File: config.mk
export PLATFORM = sky130hd
export DESIGN_NAME = led_sweep_ctrl
export DESIGN_NICKNAME = d
export VERILOG_FILES = /design/src/rtl/led_game_pkg.sv /design/src/rtl/led_sweep_ctrl_tick_divider.sv /design/src/rtl/led_sweep_ctrl.sv
export SDC_FILE = /design/constraint.sdc
export NUM_CORES = 1
export LEC_CHECK = 0
export ABC_CLOCK_PERIOD_IN_PS = 6750
export CAP_MARGIN = 20
export CORE_ASPECT_RATIO = 1.1
export CORE_MARGIN = 1.5
export CORE_UTILIZATION = 63
export CTS_CLUSTER_DIAMETER = 30
export DETAILED_ROUTE_END_ITERATION = 16
export PLACE_DENSITY_LB_ADDON = 0.3
export SYNTH_ARGS = -nofsm -noshare
export SYNTH_HDL_FRONTEND = slang
export SYNTH_SLANG_ARGS = --single-unit
File: constraint.sdc
create_clock -name clk -period 6.75 [get_ports clk]
set_input_delay 1.6875 -clock clk [delete_from_list [all_inputs] [get_ports clk]]
set_output_delay 1.6875 -clock clk [all_outputs]
set_load 0.02 [all_outputs]
File: src/rtl/led_game_pkg.sv
// Shared types and constants for the LED reaction game: sequencer states,
// mode codes and the LED index width.
package led_game_pkg;

    localparam int IDX_W = 4;

    localparam logic [1:0] MODE_NONE = 2'b00;
    localparam logic [1:0] MODE_LOW  = 2'b01;
    localparam logic [1:0] MODE_NORM = 2'b10;
    localparam logic [1:0] MODE_HIGH = 2'b11;

    typedef enum logic [1:0] {
        IDLE   = 2'd0,
        RUN    = 2'd1,
        RESULT = 2'd2
    } state_t;

    function automatic int max_int(input int a, input int b);
        return (a > b) ? a : b;
    endfunction

endpackage

File: src/rtl/led_sweep_ctrl_tick_divider.sv
// Up-counter from 0 to a loadable terminal count. It issues a one-cycle tick
// at terminal count and wraps to 0; a synchronous clear takes priority.
module tick_divider #(
    parameter int WIDTH = 26
) (
    input  logic             clk,
    input  logic             rst_n,
    input  logic             en,
    input  logic             clr,
    input  logic [WIDTH-1:0] term,
    output logic             tick
);

    logic [WIDTH-1:0] cnt;

    always_ff @(posedge clk or negedge rst_n) begin
        if (!rst_n) begin
            cnt <= '0;
        end else if (clr) begin
            cnt <= '0;
        end else if (en) begin
            cnt <= (cnt == term) ? '0 : cnt + 1'b1;
        end
    end

    assign tick = en && !clr && (cnt == term);

endmodule

File: src/rtl/led_sweep_ctrl.sv
// Reaction-game sequencer: sweeps one lit LED back and forth, freezes it on stop,
// scores a hit against TARGET and holds the result before returning to idle.
//
//   state  | meaning
//   IDLE   | waiting for start; mode output follows mode_sw one cycle late
//   RUN    | LED index ping-pongs 0..15 at the latched mode's rate
//   RESULT | index frozen, hit shown for RESULT_HOLD cycles
module led_sweep_ctrl
    import led_game_pkg::*;
#(
    parameter int DIV_LOW     = 25000000,
    parameter int DIV_NORM    = 12500000,
    parameter int DIV_HIGH    = 6250000,
    parameter int TARGET      = 7,
    parameter int RESULT_HOLD = 50000000
) (
    input  logic             clk,
    input  logic             rst_n,
    input  logic             btn_start,
    input  logic             btn_stop,
    input  logic [1:0]       mode_sw,
    output logic [IDX_W-1:0] led_idx,
    output logic             start,
    output logic             idle,
    output logic [1:0]       mode,
    output logic             hit,
    output logic [7:0]       score
);

    localparam int CNT_MAX = max_int(max_int(DIV_LOW, DIV_NORM), max_int(DIV_HIGH, RESULT_HOLD));
    localparam int CNT_W   = (CNT_MAX > 1) ? $clog2(CNT_MAX) : 1;

    localparam logic [CNT_W-1:0] HOLD_TERM  = CNT_W'(RESULT_HOLD - 1);
    localparam logic [IDX_W-1:0] IDX_MAX    = '1;
    localparam logic [IDX_W-1:0] IDX_TARGET = IDX_W'(TARGET);

    state_t           state, state_nxt;
    logic             dir_down;
    logic [1:0]       mode_q;
    logic [CNT_W-1:0] step_term;
    logic             step_tick;
    logic             hold_tick;

    always_comb begin
        unique case (mode_q)
            MODE_NORM: step_term = CNT_W'(DIV_NORM - 1);
            MODE_HIGH: step_term = CNT_W'(DIV_HIGH - 1);
            default:   step_term = CNT_W'(DIV_LOW - 1);
        endcase
    end

    // Dividers sit cleared outside their own state, so entry always starts at 0.
    tick_divider #(.WIDTH(CNT_W)) u_step_div (
        .clk   (clk),
        .rst_n (rst_n),
        .en    (state == RUN),
        .clr   (state != RUN),
        .term  (step_term),
        .tick  (step_tick)
    );

    tick_divider #(.WIDTH(CNT_W)) u_hold_div (
        .clk   (clk),
        .rst_n (rst_n),
        .en    (state == RESULT),
        .clr   (state != RESULT),
        .term  (HOLD_TERM),
        .tick  (hold_tick)
    );

    always_ff @(posedge clk or negedge rst_n) begin
        if (!rst_n) state <= IDLE;
        else        state <= state_nxt;
    end

    always_comb begin
        state_nxt = state;
        unique case (state)
            IDLE:    if (btn_start && mode_sw != MODE_NONE) state_nxt = RUN;
            RUN:     if (btn_stop) state_nxt = RESULT;
            RESULT:  if (hold_tick) state_nxt = IDLE;
            default: state_nxt = IDLE;
        endcase
    end

    // Stop has priority over a step tick landing in the same cycle.
    always_ff @(posedge clk or negedge rst_n) begin
        if (!rst_n) begin
            led_idx  <= '0;
            dir_down <= 1'b0;
            mode_q   <= MODE_NONE;
            hit      <= 1'b0;
            score    <= '0;
        end else begin
            unique case (state)
                IDLE: begin
                    mode_q <= mode_sw;
                    if (state_nxt == RUN) begin
                        led_idx  <= '0;
                        dir_down <= 1'b0;
                    end
                end
                RUN: begin
                    if (btn_stop) begin
                        hit <= (led_idx == IDX_TARGET);
                        if (led_idx == IDX_TARGET && score != 8'hFF) score <= score + 8'd1;
                    end else if (step_tick) begin
                        if (!dir_down) begin
                            if (led_idx == IDX_MAX) begin
                                led_idx  <= IDX_MAX - 1'b1;
                                dir_down <= 1'b1;
                            end else begin
                                led_idx <= led_idx + 1'b1;
                            end
                        end else begin
                            if (led_idx == '0) begin
                                led_idx  <= IDX_W'(1);
                                dir_down <= 1'b0;
                            end else begin
                                led_idx <= led_idx - 1'b1;
                            end
                        end
                    end
                end
                RESULT: begin
                    if (hold_tick) begin
                        hit     <= 1'b0;
                        led_idx <= '0;
                    end
                end
                default: ;
            endcase
        end
    end

    assign start = (state != IDLE);
    assign idle  = (state == IDLE);
    assign mode  = mode_q;

endmodule

### Word level (Yosys, flattened, before mapping)

Index checks and enable logic that the tools add are counted.

| operators by class | value |
|---|---|
| reductions and logical operators | 21 |
| multiplexer cells | 29 |
| $add $sub $neg | 5 |
| equality and inequality tests | 17 |

Operators with widths:

| kind | count |
|---|---|
| 26-bit 2-to-1 mux | 6 |
| 26-bit by 1-bit adder with 26-bit output, second input constant | 2 |
| 25-bit one-hot mux with 2 select lines | 1 |
| 4-bit 2-to-1 mux | 7 |
| 26-bit by 25-bit == test with 1-bit output | 1 |
| 26-bit == test, second input constant | 1 |
| 4-bit one-hot mux with 3 select lines | 1 |
| 2-bit nonzero test | 6 |
| 2-bit inequality test, second input constant | 5 |
| 8-bit by 1-bit adder with 8-bit output, second input constant | 1 |
| 1-bit 2-to-1 mux | 8 |
| 8-bit inequality test, second input constant | 1 |
| 2-bit == test, second input constant | 3 |
| 1-bit logical AND | 6 |
| 2-bit 2-to-1 mux | 3 |
| 2-bit one-hot mux with 3 select lines | 1 |
| 3-bit AND reduction | 2 |
| 5-bit AND reduction | 1 |
| 4-bit by 1-bit adder with 4-bit output, second input constant | 1 |
| 2-bit by 1-bit == test with 1-bit output, second input constant | 2 |
| 4-bit by 3-bit == test with 1-bit output, second input constant | 1 |
| 4-bit == test, second input constant | 1 |
| 4-bit logical NOT | 1 |
| 2-bit by 1-bit inequality test with 1-bit output, second input constant | 2 |
| other kinds (6) | 8 |

| word-level totals | value |
|---|---|
| output and inout port bits | 17 |
| input port bits | 6 |
| register bits | 70 |
| word-level logic and storage cells | 80 |

### Depth between registers and ports, before layout

Gate-level depths: netlist of the first run.

| logic depth | value |
|---|---|
| word-level depth | 9 |
| mapped depth | 7 |
| mapped depth without buffers | 7 |

### Cells and area by module

A second synthesis of the first run with hierarchy kept.

| unflattened totals | value |
|---|---|
| cell total of the unflattened synthesis | 522 |
| area, all modules | 4,668.2 um2 |

By module, submodules not included:

| module | seq. area each (um2) | area an instance (um2) | times used | cells each |
|---|---|---|---|---|
| tick_divider | 650.6 | 1,749.2 | 2 | 202 |
| led_sweep_ctrl | 450.4 | 1,169.9 | 1 | 118 |

### Worst setup path after synthesis of the first run

OpenSTA, ideal clock, no wires.

| timing path | value |
|---|---|
| kind | input -> register |
| start | input btn_stop |
| end | register led_idx[3] |
| buffers on the path | 0 |
| stages | 4 |
| setup time | 0.121 ns |
| setup slack | 3.644 ns |
| data arrival time | 2.985 ns |
| data required time | 6.629 ns |
| cells stage by stage | or3b_2 or4_1 a22o_1 a22o_1 |

| on the way | value |
|---|---|
| word-level cells in the longest chain between the ends | 5 |
| elaborated cells on any way between the ends | 6 |
| classes of those cells | 3 x eq/ne; 2 x mux; 1 x reduce/logical |

Ends and longest elaborated chain:

| element | line | source |
|---|---|---|
| from (decl) | led_sweep_ctrl.sv:20 | `input logic btn_stop,` |
| 2-bit 2-to-1 mux | led_sweep_ctrl.sv:80 | `RUN: if (btn_stop) state_nxt = RESULT;` |
| 2-bit one-hot mux with 3 select lines | led_sweep_ctrl.sv:78 | `unique case (state)` |
| 2-bit by 1-bit == test with 1-bit output | led_sweep_ctrl.sv:98 | `if (state_nxt == RUN) begin` |
| 2-bit by 1-bit inequality test with 1-bit output (no source line) | n/a |  |
| 5-bit AND reduction (no source line) * | n/a |  |
| to (signal assigned) | led_sweep_ctrl.sv:110 | `led_idx <= IDX_MAX - 1'b1;` |
| to (signal assigned) | led_sweep_ctrl.sv:113 | `led_idx <= led_idx + 1'b1;` |
| to (signal assigned) | led_sweep_ctrl.sv:120 | `led_idx <= led_idx - 1'b1;` |
| to (decl) | led_sweep_ctrl.sv:22 | `output logic [IDX_W-1:0] led_idx,` |

Every way passes the cells marked *; elsewhere a longest branch is shown, timed or not.
A chain may end at the register's enable or synchronous reset.

### Worst setup path in the final report of the first run

| timing path | value |
|---|---|
| start | register state[1] |
| end | output idle |

| on the way | value |
|---|---|
| word-level cells in the longest chain between the ends | 1 |

Ends and longest elaborated chain:

| element | line | source |
|---|---|---|
| from (decl) | led_sweep_ctrl.sv:37 | `state_t state, state_nxt;` |
| from (signal assigned) | led_sweep_ctrl.sv:73 | `else state <= state_nxt;` |
| 2-bit logical NOT | led_sweep_ctrl.sv:137 | `assign idle = (state == IDLE);` |
| to (decl) | led_sweep_ctrl.sv:24 | `output logic idle,` |

No other way between the ends.

==> summary.txt, run 1 <==
Outcome
  • Status: completed

STA
  • Setup violators final: 0
  • Fin crit share: 51.7%
  • Clock skew: roughly 0.0065 ns
  • Slew Limit Headroom: 31.8%
  • Final hold viol count: 0
  • Setup TNS: 0 ns
  • Max Clk Rate: approximately 290 MHz
  • Actual slew at the worst max-slew pin: 1.02 ns
  • RSZ-0062 raised after global routing: false
  • Slew Viols, Final: 0
  • Post-layout minimum cycle time: 3.49 ns

Floorplanning
  • Initial core utilization: 65.9%
  • Die W: between 70 and 80 um
  • Cell Rows: 28
  • Ports: 23
  • Area of the die: about 0.0061 mm2
  • Die Y-Extent: approximately 80 um
  • Core area: 0.00543 mm2

Yosys
  • Mapped Area: roughly 0.0036 mm2
  • Cell count after synthesis: 378
  • Syn Area/Cell: about 9.5 um2
  • Synth unique cells: 40
  • Syn nets: a little under 400
  • Synth top area cells: dfrtp_1 (49%), nor2_1 (8.3%), xor2_1 (7.3%)
  • Seq/Total Area, Yosys: 48.9%
  • #FFs+latches synth: 70
  • Dominant cell type by area after synthesis: dfrtp_1
  • Yosys top cell area share: approximately half
  • Synthesis Warnings: 0

Final layout
  • Synth-to-layout area growth: 12.6%
  • Fraction of layout cells with a size suffix above 1: 6.67%
  • Final Util: between 70% and 80%
  • Nets: between 400 and 500
  • Ant diodes: 0

Min path
  • Min-delay worst type: reg2reg
  • WHS Endpoint: score[7]
  • Hold path start: score[7]
  • Hold path depth: 1

Power
  • Static Leak: 1.65 nW
  • PD cells: around 230 mW/mm2
  • Maximum VDD drop: about 180 uV

CTS
  • CTS tree: done
  • Worst-skew pair later-pin latency: roughly 0.34 ns
  • Root Buffer: clkbuf_8
  • Sink Count: 70
  • CTS H-Tree Depth: 3
  • CTS Hold Bufs: 0
  • Post-CTS Repair Setup Buffers: 0
  • Number of buffers created by CTS: 9
  • Clk slew on worst S/H paths: ~0.070 ns
  • Post-CTS sizing: 0
  • Maximum clock path buffer count: 2

Detailed routing
  • Highest metal used: met4
  • Via/cell ratio: around 5.7
  • Wire length on met2: roughly 3300 um
  • Drt wl/cell: between 10 and 15 um
  • Drt drc: 0
  • Pre-antenna DRT Iters: 4
  • Routed Antenna Nets: 0
  • Initial DRC count: 121
  • Vias post-DR: between 2000 and 3000
  • Metal3 WL: 300 um
  • Routed length on met1: slightly above 3000 um
  • Drt total wl: 6760 um

Global route
  • GRT Util Overall: between 20% and 30%
  • Vias in the first global route: between 2000 and 3000
  • Initial antenna violation count: 0
  • First-pass GRT wire length: roughly 11000 um
  • Largest net degree at the start of global routing: 71
  • Total grt overflow: 0

Critical path
  • Critical setup path kind: reg2out
  • Worst reg2reg endpoint: u_step_div.cnt[10]
  • CP max-delay cell: clkdlybuf4s50_1
  • CP max FO: 9
  • Startpoint class of the critical path: flop
  • R2R cell count: 5
  • Reg2reg start: u_step_div.cnt[10]
  • Worst path required time: a little over 5 ns
  • Reg2Reg Setup Slack: 4.03 ns
  • CP endpoint kind: output port
  • Data arrival time of the critical path: around 1.8 ns
  • Crit path cell chain: nor2_1 > clkdlybuf4s50_1
  • Max incr delay on CP: approximately 0.67 ns

Run
  • MaxCap Viol Count: 0

Placed design
  • Dpl hpwl: around 4600 um
  • Placer Congestion: between 0.8 and 0.9
  • PortBufs: 22
metrics by stage:
step	total power [W]	setup WS [ns]	instances	hold WS, ns	area [um2]
CTS	0.000940	3.25	480	0.509	4030
detailed placement	0.000644	2.91	466	0.489	3860
finish	0.000935	3.26	480	0.500	4030
floorplan	0.000581	3.64	378	0.448	3580
global placement	0.000641	3.02	466	0.470	3860
global route	0.000978	3.01	480	0.522	4030
area by class of cell:
type,instances,area (um2)
Multi-Input combinational cell,290,1760
Sequential cell,70,1750
Fill cell,391,1400
Timing Repair Buffer,23,223
Clock buffer,13,169
Tap cell,75,93.8
Inverter,8,30.0
Clock inverter,1,5.00
power breakdown:
| part | internal [W] | switching [W] | leakage [nW] |
|---|---|---|---|
| Clock | 0.000159 | 0.000140 | 0.0914 |
| Combinational | 0.0000640 | 0.000101 | 0.590 |
| Sequential | 0.000440 | 0.0000301 | 0.968 |
| Total | 0.000663 | 0.000272 | 1.65 |
cell usage in the layout (no fill, tap or decap), types with 2 or more instances in the layout:
cell type | Yosys | layout
a21oi_1 | 6 | 6
a22o_1 | 2 | 2
and2_1 | 2 | 2
and3_1 | 9 | 9
and4_1 | 2 | 2
clkbuf_8 | 0 | 12
clkdlybuf4s50_1 | 0 | 21
dfrtp_1 | 70 | 70
ha_1 | 5 | 5
inv_1 | 8 | 8
mux2_2 | 5 | 5
mux2i_1 | 3 | 3
nand2_1 | 34 | 34
nand2b_1 | 4 | 4
nand3_1 | 21 | 21
nand3b_1 | 2 | 2
nand4_1 | 16 | 16
nor2_1 | 79 | 79
nor2b_1 | 3 | 3
nor3_1 | 4 | 4
nor4_1 | 6 | 6
nor4bb_1 | 2 | 2
o21ai_0 | 8 | 8
o2bb2ai_1 | 3 | 3
or4_1 | 4 | 4
or4b_2 | 2 | 2
xnor2_1 | 26 | 26
xor2_1 | 30 | 30
cell usage after synthesis, drive strengths merged:
cell     number
clkbuf        8
inv           8
nand3b        2
xnor2        26
nand2        34
and4          2
and3          9
nor2         79
nor4          6
o2bb2ai       3
o31a          1
a22oi         1
a21oi         6
nor4bb        2
mux2i         3
nand2b        4
xor2         30
nor3b         1
o21ai         8
or3b          1
ha            5
or2           1
nand4b        1
buf           2
or3           2
mux2          5
dfrtp        70
or4b          2
a211oi        1
and2          2
nor3          4
a2111o        1
nand3        21
or4           5
o22ai         1
nor2b         3
nand4        16
a22o          2
logic make-up (layout without fill, tap and decap cells):
| logic type | count (synthesis) | in the layout | synth area share (%) |
|---|---|---|---|
| AO/OA/AOI/OAI | 24 | 24 | 4.37 |
| flip-flops | 70 | 70 | 48.9 |
| AND/OR/NAND/NOR | 197 | 197 | 26.9 |
| buffers and inverters | 18 | 45 | 1.96 |
| adder cells (fa/ha/maj) | 5 | 5 | 1.75 |
| XOR/XNOR | 56 | 56 | 13.7 |
| multiplexers | 8 | 8 | 2.41 |
layer usage:
layer | vias to the layer above | track usage [%]
met5 | - | 0
met4 | 0 | 12.2
met3 | 9 | 4.42
met2 | 70 | 39.4
met1 | 1297 | 31.8
li1 | 1342 | -
registers in the layout, summed over array words and instances, names as in the netlist:
name            cells
state               2
led_idx             4
hit                 1
dir_down            1
u_hold_div.cnt     26
score               8
u_step_div.cnt     26
mode                2
worst max-delay path: cells and delay by family (launching register included):
kind	cells	cell delay, ns
buf+inv	1	0.67
flops	1	0.48
simple gates	1	0.31
how the worst max path moves through the flow:
stage	slack, ns	endpoint	cells after the start	start
3_3_place_gp	3.02	score[7]	6	btn_stop
2_1_floorplan	3.64	led_idx[3]	4	btn_stop
6_report	3.26	idle	2	state[1]
3_5_place_dp	2.91	score[7]	6	btn_stop
5_1_grt	3.01	score[7]	6	btn_stop
4_1_cts	3.25	score[7]	6	btn_stop
No activity file was read; power rests on OpenSTA's default activity.
==> inputs of run 2 (changes only) <==
--- a/config.mk
+++ b/config.mk
@@ -5,11 +5,11 @@
 export SDC_FILE = /design/constraint.sdc
 export NUM_CORES = 1
 export LEC_CHECK = 0
-export ABC_CLOCK_PERIOD_IN_PS = 6750
+export ABC_CLOCK_PERIOD_IN_PS = 3150
 export CAP_MARGIN = 20
 export CORE_ASPECT_RATIO = 1.1
 export CORE_MARGIN = 1.5
-export CORE_UTILIZATION = 63
+export CORE_UTILIZATION = 53
 export CTS_CLUSTER_DIAMETER = 30
 export DETAILED_ROUTE_END_ITERATION = 16
 export PLACE_DENSITY_LB_ADDON = 0.3
==> constraint.sdc (replaced) <==
create_clock -name clk -period 3.15 [get_ports clk]
set_input_delay 0.7875 -clock clk [delete_from_list [all_inputs] [get_ports clk]]
set_output_delay 0.7875 -clock clk [all_outputs]
set_load 0.02 [all_outputs]
==> summary.txt, run 2 (synthesized netlist as in run 1, its figures left out) <==
Detailed routing
  • Pre-antenna DRT Iters: 4
  • Drt drc: 0
  • Drt total wl: 7010 um
  • Routed Antenna Nets: 0
  • Via/cell ratio: roughly 5.6
  • Drt wl/cell: roughly 14 um
  • Vias post-DR: between 2000 and 3000
  • Initial DRC count: about 150

Placed design
  • PortBufs: 22
  • Dpl hpwl: 4790 um
  • Placer Congestion: 0.788

CTS
  • Post-CTS sizing: 0
  • Worst-skew pair later-pin latency: 0.35 ns
  • CTS tree: done
  • Number of buffers created by CTS: 9
  • CTS H-Tree Depth: 3
  • Maximum clock path buffer count: 2
  • CTS Hold Bufs: 0
  • Clk slew on worst S/H paths: ~0.07 ns
  • Sink Count: 70
  • Post-CTS Repair Setup Buffers: 0
  • Root Buffer: clkbuf_8

Final layout
  • Most frequent cells in the layout: nor2_1 (79), dfrtp_1 (70), nand2_1 (34)
  • Most common cell after layout, fill and taps aside: nor2_1
  • Biggest regs: u_hold_div.cnt x26, u_step_div.cnt x26, score x8
  • Ant diodes: 0
  • Nets: ~420
  • Final Util: 62.3%
  • Fraction of layout cells with a size suffix above 1: approximately 8%
  • Synth-to-layout area growth: 14.1%

Power
  • Maximum VDD drop: ~450 uV
  • PD cells: 498 mW/mm2
  • Static Leak: between 1.5 and 2 nW

Global route
  • First-pass GRT wire length: roughly 12000 um
  • Largest net degree at the start of global routing: 28
  • Vias in the first global route: 2664
  • Initial antenna violation count: 0
  • GRT Util Overall: a little over a fifth
  • Total grt overflow: 0

Min path
  • Min-delay worst type: in2async

Floorplanning
  • Initial core utilization: a little over half
  • Die W: around 80 um
  • Cell Rows: 31
  • Area of the die: slightly above 0.007 mm2
  • Ports: 23
  • Core area: between 0.006 and 0.007 mm2
  • Die Y-Extent: ~89 um

Critical path
  • Startpoint class of the critical path: flop
  • Worst path required time: roughly 2.4 ns
  • Reg2Reg Setup Slack: between 0.6 and 0.7 ns
  • CP endpoint kind: output port
  • Data arrival time of the critical path: 1.76 ns
  • Reg2reg start: u_step_div.cnt[10]
  • Worst Setup SP: state[1]
  • Worst reg2reg endpoint: led_idx[3]
  • CP max FO: 9
  • Critical setup path kind: reg2out
  • R2R cell count: 5

STA
  • Slew Viols, Final: 0
  • Clock skew: about 0.0084 ns
  • Setup TNS: 0 ns
  • Post-layout minimum cycle time: between 2 and 3 ns
  • RSZ-0062 raised after global routing: false
  • Final hold viol count: 0
  • Actual slew at the worst max-slew pin: roughly 0.63 ns
  • Fin crit share: roughly four fifths
  • Setup violators final: 0
  • Slew Limit Headroom: 57.7%
  • Max Clk Rate: between 300 and 400 MHz

Run
  • MaxCap Viol Count: 0

Outcome
  • Status: completed
-- run 2: power breakdown --
| part | internal, W | switching [W] |
|---|---|---|
| combinational | 0.000150 | 0.000221 |
| sequential | 0.000944 | 0.0000611 |
| clock | 0.000341 | 0.000317 |
| total | 0.00143 | 0.000599 |
-- run 2: through the flow --
stage | instances | worst slack, ns | hold slack (ns) | area (um2) | power, W
detailed placement | 479 | 0.361 | 0.482 | 3910 | 0.00139
global placement | 479 | 0.390 | 0.476 | 3910 | 0.00139
global route | 493 | 0.521 | 0.488 | 4080 | 0.00214
floorplan | 378 | 0.763 | 0.448 | 3580 | 0.00125
CTS | 493 | 0.585 | 0.446 | 4080 | 0.00206
finish | 493 | 0.603 | 0.441 | 4080 | 0.00203
-- run 2: worst max path at each step --
stage                       endpoint  cells past startpoint
after floorplan           led_idx[3]                      5
after global placement    led_idx[3]                      5
after detailed placement  led_idx[3]                      5
after CTS                       idle                      2
after global routing            idle                      2
final                           idle                      2
-- run 2: layout make-up --
class	count	area, um2
clock buffers	13	169
clock inverters	1	5.00
fillers	561	2470
inverters	8	30.0
multi-input cells	290	1760
flip-flops and latches	70	1750
well taps	82	103
repair buffers	29	268
-- run 2: per-layer routing --
layer / routed length [um] / global-route usage (%) / vias up
met5: 0 / 0 / -
met4: 131 / 11.8 / 0
met3: 200 / 3.67 / 13
met2: 3440 / 36.1 / 50
met1: 3240 / 26.7 / 1336
li1: - / - / 1348
-- run 2: critical path, cell delays in order, from the launching register on --
cell and delay (ns):
dfrtp_1 0.47, nor2_1 0.29, clkdlybuf4s50_1 0.66
